<file path="config.mk">
export PLATFORM = sky130hd
export DESIGN_NAME = key_repeat
export DESIGN_NICKNAME = d
export VERILOG_FILES = /design/src/rtl/key_repeat.sv
export SDC_FILE = /design/constraint.sdc
export NUM_CORES = 1
export LEC_CHECK = 0
export CAP_MARGIN = 10
export CORE_ASPECT_RATIO = 0.7
export CORE_MARGIN = 4
export CORE_UTILIZATION = 62
export CTS_CLUSTER_SIZE = 20
export DETAILED_ROUTE_END_ITERATION = 8
export GPL_TIMING_DRIVEN = 0
export PLACE_DENSITY = 0.8
export SLEW_MARGIN = 20
export SYNTH_ARGS = -nofsm -noshare
export SYNTH_HDL_FRONTEND = slang
export SYNTH_SLANG_ARGS = --single-unit
export TNS_END_PERCENT = 30
</file>
<file path="constraint.sdc">
create_clock -name clk -period 6.1 [get_ports clk]
set_clock_uncertainty 0.1 [all_clocks]
set_input_delay 1.22 -clock clk [delete_from_list [all_inputs] [get_ports clk]]
set_output_delay 1.22 -clock clk [all_outputs]
set_load 0.005 [all_outputs]
</file>
<file path="src/rtl/key_repeat.sv">
// key_repeat -- button front end for the kitchen timer.
//
// Conditions three active-low push buttons into clean, clock-synchronous
// events: two-flop synchronisation, per-button debounce, one-cycle press and
// release strobes, and optional auto-repeat while a button stays held.
//
// Parameters:
//   DEB_CYCLES  - consecutive stable cycles needed to accept a level change (>= 2)
//   HOLD_CYCLES - cycles from the press strobe to the first repeat strobe (>= 2)
//   REP_CYCLES  - cycles between subsequent repeat strobes (>= 2)
//   REP_EN      - per-button auto-repeat enable, bit i applies to btn[i]
//
// Ports:
//   clk    in   1  system clock, rising edge
//   rst    in   1  asynchronous, active-high reset
//   btn    in   3  raw buttons, active-low, asynchronous to clk
//   level  out  3  debounced button state, 1 = held
//   press  out  3  one-cycle strobe on each accepted press and each repeat
//   rel    out  3  one-cycle strobe on each accepted release
//                  ("release" is a reserved word in SystemVerilog)

module key_repeat #(
  parameter int         DEB_CYCLES  = 250000,
  parameter int         HOLD_CYCLES = 25000000,
  parameter int         REP_CYCLES  = 5000000,
  parameter logic [2:0] REP_EN      = 3'b011
) (
  input  logic       clk,
  input  logic       rst,
  input  logic [2:0] btn,
  output logic [2:0] level,
  output logic [2:0] press,
  output logic [2:0] rel
);

  localparam int DW   = (DEB_CYCLES > 1) ? $clog2(DEB_CYCLES) : 1;
  localparam int RMAX = (HOLD_CYCLES > REP_CYCLES) ? HOLD_CYCLES : REP_CYCLES;
  localparam int RW   = (RMAX > 1) ? $clog2(RMAX) : 1;

  localparam logic [DW-1:0] DEB_LAST  = DW'(DEB_CYCLES - 1);
  localparam logic [RW-1:0] HOLD_LAST = RW'(HOLD_CYCLES - 1);
  localparam logic [RW-1:0] REP_LAST  = RW'(REP_CYCLES - 1);

  localparam logic [1:0] ST_IDLE   = 2'd0;
  localparam logic [1:0] ST_HOLD   = 2'd1;
  localparam logic [1:0] ST_REPEAT = 2'd2;

  // Two-flop synchroniser. Both stages reset to 1 so that a reset looks like
  // "all buttons released"; a button held through reset is then seen as a
  // fresh press once it has been debounced.
  logic [2:0] sync_a;
  logic [2:0] sync_b;
  logic [2:0] s;

  // NOTE: sequential state uses non-blocking assignments only, so every
  // flop samples the pre-edge value of every other flop regardless of the
  // order in which the simulator evaluates the always blocks.
  always_ff @(posedge clk or posedge rst) begin
    if (rst) begin
      sync_a <= '1;
      sync_b <= '1;
    end else begin
      sync_a <= btn;
      sync_b <= sync_a;
    end
  end

  assign s = ~sync_b;

  for (genvar i = 0; i < 3; i++) begin : g_chan
    logic [DW-1:0] dcnt;
    logic          level_q;
    logic          accept;
    logic [1:0]    state;
    logic [RW-1:0] rcnt;
    logic          press_q;
    logic          rel_q;

    // accept is high in the cycle whose closing edge changes level_q. The
    // FSM acts on it at that same edge, so press/release appear together
    // with the new level instead of one cycle behind it.
    assign accept = (s[i] != level_q) && (dcnt == DEB_LAST);

    // Debounce: count consecutive cycles of disagreement; a single cycle of
    // agreement starts the count over.
    always_ff @(posedge clk or posedge rst) begin
      if (rst) begin
        dcnt    <= '0;
        level_q <= 1'b0;
      end else if (s[i] == level_q) begin
        dcnt <= '0;
      end else if (dcnt == DEB_LAST) begin
        level_q <= s[i];
        dcnt    <= '0;
      end else begin
        dcnt <= dcnt + 1'b1;
      end
    end

    // Repeat FSM. A channel without repeat enabled still passes through
    // HOLD, but its counter stays frozen at zero so it never expires.
    always_ff @(posedge clk or posedge rst) begin
      if (rst) begin
        state   <= ST_IDLE;
        rcnt    <= '0;
        press_q <= 1'b0;
        rel_q   <= 1'b0;
      end else begin
        press_q <= 1'b0;
        rel_q   <= 1'b0;
        case (state)
          ST_IDLE: begin
            if (accept && s[i]) begin
              press_q <= 1'b1;
              rcnt    <= '0;
              state   <= ST_HOLD;
            end
          end
          ST_HOLD: begin
            // Release is checked first so it wins over a same-cycle expiry.
            if (accept && !s[i]) begin
              rel_q <= 1'b1;
              rcnt  <= '0;
              state <= ST_IDLE;
            end else if (REP_EN[i]) begin
              if (rcnt == HOLD_LAST) begin
                press_q <= 1'b1;
                rcnt    <= '0;
                state   <= ST_REPEAT;
              end else begin
                rcnt <= rcnt + 1'b1;
              end
            end
          end
          ST_REPEAT: begin
            if (accept && !s[i]) begin
              rel_q <= 1'b1;
              rcnt  <= '0;
              state <= ST_IDLE;
            end else if (rcnt == REP_LAST) begin
              press_q <= 1'b1;
              rcnt    <= '0;
            end else begin
              rcnt <= rcnt + 1'b1;
            end
          end
          default: begin
            state <= ST_IDLE;
            rcnt  <= '0;
          end
        endcase
      end
    end

    assign level[i] = level_q;
    assign press[i] = press_q;
    assign rel[i]   = rel_q;
  end

endmodule

</file>
==> flow_summary.toml, run 1 <==
[clock_tree]
max-clock-path-buffers = 2
cts_setup_buffers = 0
cts_tree = "done"
cts.sink_count = 124
ctsHtreeMaxLevel = 4
cts_hold_repair.buffers = 0
tritoncts.num_buffers = 17
ctsResizeCount = 0
ctsRootBufferMaster = "clkbuf_16"
clk_pin_slew_ps = 50
clock_latency_ps = 410

[timing]
fin_crit_sh = 0.521
report.final.setup_viol = 0
layout_setup_ws_ps = 2920
finalHoldViolCount = 0
timing.fmax_mhz = 314
timing.max_slew.rel_slack = 0.434
rsz0062_at_grt = "false"
period_needed_ps = 3180
tightestPinTransition_ps = 841
final_max_slew_viol_count = 0

[routing]
via_count = 5595
totalWireLength_um = 14800
detail-route-antenna-nets = 0
drt_iter0_drc = 692
drc_errors = 0
post_drt_via_cell_ratio = 6.24
drt_pass1_iterations = 6
wl_per_cell_um = 16.5

[outcome]
outcome = "completed"

[synthesis]
synth-async-reset-ratio = 1.00
seq_area_frac_synth = 0.473
syn-cell-area_um2 = 6580
postSynthNetCount = 737
ys_ff_latch = 124
synth-edff-count = 0
library_cells_used_by_synthesis = 55
postSynthCellCount = 719
ys.warnings.count = 0
ys.flop_type = "dfrtp_1"
syn_avg_cell_area_um2 = 9.15

[floorplan]
die_area_um2 = 12400
std_cell_rows = 31
die_h_um = 94.2
initial_core_util = 0.635
die_width_um = 131
core_area_um2 = 10400
boundaryPins = 14

[global_route]
total_congestion_overflow = 0
gr-usage-all-layers = 0.253
use_met3 = 0.0525
globalRouteMet2Util = 0.391
global_routing_usage_on_met1 = 0.353
grt_max_degree = 67
busiest_layer = "met2"
grt_pass1_vias = 5290
antenna_violations_before_repair = 0
grt_pass1_wl_um = 25400

[power]
power_switching_uw = 381
ir_drop_mv = 0.208
power_density_over_cell_area_nw_per_um2 = 246
switching_share = 0.206
share_clk_of_total_power = 0.525
static-leakage-power_uw = 0.00308
internal_power_uw = 1460
seqPwrFrac = 0.454
p_comb_frac = 0.020

[setup_path]
endpoint = "g_chan[0].rcnt[19]$_DFFE_PP0P_"
number_of_gates_on_the_worst_path_with_buffers_counted = 8
worst_reg2reg_endpoint = "g_chan[0].rcnt[19]$_DFFE_PP0P_"
worst-path-max-fanout = 10
crit_start = "g_chan[0].rcnt[0]$_DFFE_PP0P_"
reg2reg_depth = 8
cp_data_arrival_time_ps = 3380
crit_path_largest_cell_delay_ps = 610
critical_path_class = "reg -> reg"
worstPathRequired_ps = 6300
timing.critical_path.cells = "ha_1 -> and3_1 -> and4_1 -> a31o_2 -> a21oi_1 -> nand2b_1 -> clkbuf_1 -> o31ai_1"
worst_path_buf_inv = 1
rrSetupSlack_ps = 2920
critPathLaunchType = "register"
critical-path-slowest-cell = "a21oi_1"
critPathCaptureType = "register"
worst_path_dominant_cell_family = "compound AO/OA/AOI/OAI gates"
worst_r2r_startpoint = "g_chan[0].rcnt[0]$_DFFE_PP0P_"

[final_layout]
final_design_area_no_fill_um2 = 7480
num_antenna_cells = 0
final_cell_mix = "118 x dfrtp_1, 87 x nor2_1, 74 x nand2_1"
flow.area_growth_from_synthesis_pct = 13.7
nFillCells = 749
final_layout_size_suffix_gt1_frac = 0.0706
num-nets-final = 770
layout.cells.most_common = "dfrtp_1"

[place]
placed_cell_area_um2 = 6920
gpl.final_weighted_congestion = 0.863
port_buffers = 13
dp_hpwl_um = 10000
placement.setup.worst_slack_ps = 2990

[flow_run]
drv_cap = 0

[worst_hold_path]
min_path_type = "reg -> reg"
hold-path-cell-count = 0
cell families (layout without fill, tap and decap cells):
logic type,Yosys count,after routing,synth area share
flops,124,124,0.473
simple gates,354,354,0.273
fa+ha+maj,13,13,0.0247
mux,2,2,0.00342
compound gates,115,115,0.118
buf+inv,59,105,0.0394
xor+xnor,52,52,0.0692
sequential cells by signal (all words and copies together), names as in the netlist:
name,count
g_chan.dcnt,54
g_chan.rcnt,50
g_chan.state,5
g_chan.level_q,3
g_chan.press_q,3
g_chan.rel_q,3
sync_a,3
sync_b,3
routing by layer:
layer	vias up	routed length (um)
li1	2635	-
met1	2684	6830
met2	235	6720
met3	41	915
met4	0	326
met5	-	0
per-stage QoR:
step           power [uW]  std cells  setup TNS [ps]  utilization  hold slack, ps
2_1_floorplan         875        719               0            -             245
3_3_place_gp          886        864          -14670        0.664             245
3_5_place_dp          890        865               0        0.668             248
4_1_cts              1860        897               0        0.722             251
5_1_grt              1910        897               0        0.722             252
6_report             1840        897               0        0.722             255
worst min-delay path by stage:
stage                             start  slack [ps]             endpoint
floorplan           sync_a[0]$_DFF_PP1_         250  sync_b[0]$_DFF_PP1_
global placement    sync_a[0]$_DFF_PP1_         250  sync_b[0]$_DFF_PP1_
detailed placement  sync_a[1]$_DFF_PP1_         250  sync_b[1]$_DFF_PP1_
CTS                 sync_a[1]$_DFF_PP1_         250  sync_b[1]$_DFF_PP1_
global route        sync_a[1]$_DFF_PP1_         250  sync_b[1]$_DFF_PP1_
finish              sync_a[1]$_DFF_PP1_         260  sync_b[1]$_DFF_PP1_
cells in the mapped netlist (4+ instances only):
library cell  count  area [um^2]
a21o_1           11         82.6
a21oi_1          19         95.1
a22o_1            9         78.8
a31oi_1           4         25.0
and2_0            4         25.0
and2_1            7         43.8
and3_1           15         93.8
and4_1            8         70.1
buf_4             9         67.6
clkbuf_1         20         75.1
dfrtp_1         118         2950
dfstp_2           6          158
ha_1             13          163
inv_1            27          101
nand2_1          74          278
nand2b_1          4         25.0
nand3_1          62          310
nand4_1          21          131
nor2_1           87          327
nor3_1           18         90.1
nor3b_1           4         30.0
nor4_1           12         75.1
nor4b_1           4         35.0
o21ai_0          29          145
o311ai_0          5         43.8
o311ai_1          5         43.8
o31ai_1           7         52.6
or3_1             9         56.3
or4_1            11         82.6
xnor2_1          26          228
xor2_1           26          228
final cells by class:
cell class                      instances  area [um^2]  share of cell area
Sequential cell                       124         3110               0.416
Clock inverter                          7         90.1              0.0120
Buffer                                 32          158              0.0211
Multi-Input combinational cell        536         3220               0.430
Timing Repair Buffer                   14          158              0.0211
Tap cell                              132          165              0.0221
Clock buffer                           25          475              0.0636
Inverter                               27          106              0.0142
power by group through the flow:
stage | clock, uW | combinational (uW) | sequential (uW)
global placement | 0 | 34.9 | 851
finish | 969 | 37.4 | 837
CTS | 980 | 39.1 | 837
global route | 1020 | 44.4 | 838
detailed placement | 0 | 38.9 | 851
floorplan | 0 | 25.3 | 850
Power figures use the tool's default switching activity.
==> run 2: changes to the inputs <==
Settings changed: CORE_UTILIZATION 62 to 56, PLACE_DENSITY 0.8 to 0.76.
Clock period 6.1 ns to 2.9 ns, I/O delays scaled along.
==> run 2 against run 1 <==
First-iteration DRC count is 14% lower. Highest routed layer unchanged. Final cell count is 2.9% higher. Maximum frequency is 11% higher. Sequential power is 110% higher. Hold slack better by 0.55 ps. Power is 110% higher. Critical endpoint is now g_chan[1].rcnt[22]$_DFFE_PP0P_. Final area is 2.5% higher. Global-route usage is 1.3 points lower.
==> flow_summary.toml, run 2 (same netlist as run 1, synthesis figures left out) <==
[outcome]
outcome = "completed"

[clock_tree]
cts_hold_repair.buffers = 0
clk_pin_slew_ps = 60
ctsRootBufferMaster = "clkbuf_16"
cts_tree = "done"
cts.sink_count = 124
max-clock-path-buffers = 2
tritoncts.num_buffers = 17
ctsHtreeMaxLevel = 4
clock_latency_ps = 420

[global_route]
grt_pass1_vias = 5458
gr-usage-all-layers = 0.240
total_congestion_overflow = 0
grt_max_degree = 35
antenna_violations_before_repair = 0
grt_pass1_wl_um = 26100

[setup_path]
timing.critical_path.cells = "or4_1 -> or3_4 -> o41a_1 -> buf_6 -> a211o_4 -> or4_1 -> nand3_1"
cpMostUsedCell = "or4_1"
worst_r2r_startpoint = "g_chan[1].dcnt[10]$_DFF_PP0_"
critPathCaptureType = "register"
worst-path-max-fanout = 10
worstPathRequired_ps = 3150
crit_path_largest_cell_delay_ps = 490
critical_path_class = "reg -> reg"
worst_reg2reg_endpoint = "g_chan[1].rcnt[22]$_DFFE_PP0P_"
reg2reg_depth = 7
cp_data_arrival_time_ps = 3130
rrSetupSlack_ps = 20
critPathLaunchType = "register"
critical-path-slowest-cell = "or4_1"

[routing]
via_count = 5636
post_drt_via_cell_ratio = 6.11
wl_per_cell_um = 16.6
detail-route-antenna-nets = 0
totalWireLength_um = 15300
drt_iter0_drc = 596
drc_errors = 0
drt_pass1_iterations = 5

[timing]
fin_setup_tns_ps = 0
final_max_slew_viol_count = 0
report.final.setup_viol = 0
tightestPinTransition_ps = 951
rsz0062_at_grt = "true"
holdWs_ps = 256
finalHoldViolCount = 0
timing.fmax_mhz = 347
period_needed_ps = 2880
timing.max_slew.rel_slack = 0.360
fin_crit_sh = 0.992

[flow_run]
drv_cap = 0

[final_layout]
final_design_area_no_fill_um2 = 7660
flow.area_growth_from_synthesis_pct = 16.5
num-nets-final = 775
largest_reg_flops = 54
nFillCells = 838
layout.cells.most_common = "dfrtp_1"
final_layout_size_suffix_gt1_frac = 0.103
area_used_by_multi_input_combinational_logic_um2 = 3290
final_cell_mix = "118 x dfrtp_1, 87 x nor2_1, 74 x nand2_1"
finish.utilization = 0.681
reg_with_most_ffs = "g_chan.dcnt"
register_area_um2 = 3110
top_flop_regs = "g_chan.dcnt x54, g_chan.rcnt x50, g_chan.state x5"
num_antenna_cells = 0

[power]
ir_drop_mv = 0.392
static-leakage-power_uw = 0.00314
finalPower_uw = 3870
power_density_over_cell_area_nw_per_um2 = 505

[worst_hold_path]
startpoint_of_the_lowest_slack_hold_path = "sync_a[0]$_DFF_PP1_"
min_path_type = "reg -> reg"
min_delay_worst_endpoint = "sync_b[0]$_DFF_PP1_"
hold-path-cell-count = 0

[floorplan]
die_width_um = 138
boundaryPins = 14
die_area_um2 = 13600
std_cell_rows = 32
core_area_um2 = 11300
die_h_um = 98.7
initial_core_util = 0.585

[place]
gpl.final_weighted_congestion = 0.929
port_buffers = 13
dp_hpwl_um = 10200
placed_cell_area_um2 = 6990
==> run 2: cell count changes in the layout (fill, tap and decap cells not counted), sizes merged <==
| cell | change |
|---|---|
| buf | +6 |
| clkbuf | -6 |
| clkinv | +3 |
| clkinvlp | +3 |
| inv | -1 |
==> run 2: stage by stage <==
stage               worst slack (ps)  cells
floorplan                       83.4    719
global placement                -408    885
detailed placement              -170    889
CTS                             21.0    923
global route                   -81.8    923
finish                          22.0    923
==> run 2: power by group <==
| group | internal, uW | switching (uW) | total [uW] |
|---|---|---|---|
| Sequential | 1750 | 12.7 | 1760 |
| Combinational | 29.7 | 60.6 | 90.2 |
| Clock | 1260 | 766 | 2020 |
| Total | 3030 | 839 | 3870 |
==> run 2: cell type report <==
class / instances / area share
buffer: 31 / 0.0225
clock buffer: 20 / 0.0570
clock inverter: 12 / 0.0162
inverter: 27 / 0.0137
multi-input combinational: 536 / 0.429
sequential: 124 / 0.406
tap: 153 / 0.0250
timing repair buffer: 20 / 0.0304
==> run 2: what timing repair did <==
item,in CTS,in global routing
setup endpoints to repair,25,42
pin swaps,0,1
resized for setup,11,17
endpoints found under the hold margin,0,0
buffers inserted,3,0
==> run 2: routing by layer <==
metal,wire [um],track usage,vias up
met5,0,0,-
met4,201,0.0905,0
met3,1150,0.0536,20
met2,6890,0.356,224
met1,7090,0.344,2743
li1,-,-,2649
==> run 2: worst max-delay path, delay by kind of cell (launching register included) <==
family	cells	cell delay [ps]
and+or+nand+nor	4	1440
DFF	1	390
buffers and inverters	1	160
AOI/OAI and AO/OA	2	710
==> run 2: worst max-delay path by stage <==
stage | startpoint | end | cells past startpoint
2_1_floorplan | g_chan[1].dcnt[9]$_DFF_PP0_ | g_chan[1].rcnt[22]$_DFFE_PP0P_ | 8
3_3_place_gp | rst | g_chan[0].rcnt[1]$_DFFE_PP0P_ | 2
3_5_place_dp | g_chan[1].dcnt[9]$_DFF_PP0_ | g_chan[1].rcnt[17]$_DFFE_PP0P_ | 8
4_1_cts | g_chan[1].dcnt[10]$_DFF_PP0_ | g_chan[1].rcnt[22]$_DFFE_PP0P_ | 7
5_1_grt | g_chan[1].dcnt[10]$_DFF_PP0_ | g_chan[1].rcnt[22]$_DFFE_PP0P_ | 7
6_report | g_chan[1].dcnt[10]$_DFF_PP0_ | g_chan[1].rcnt[22]$_DFFE_PP0P_ | 7
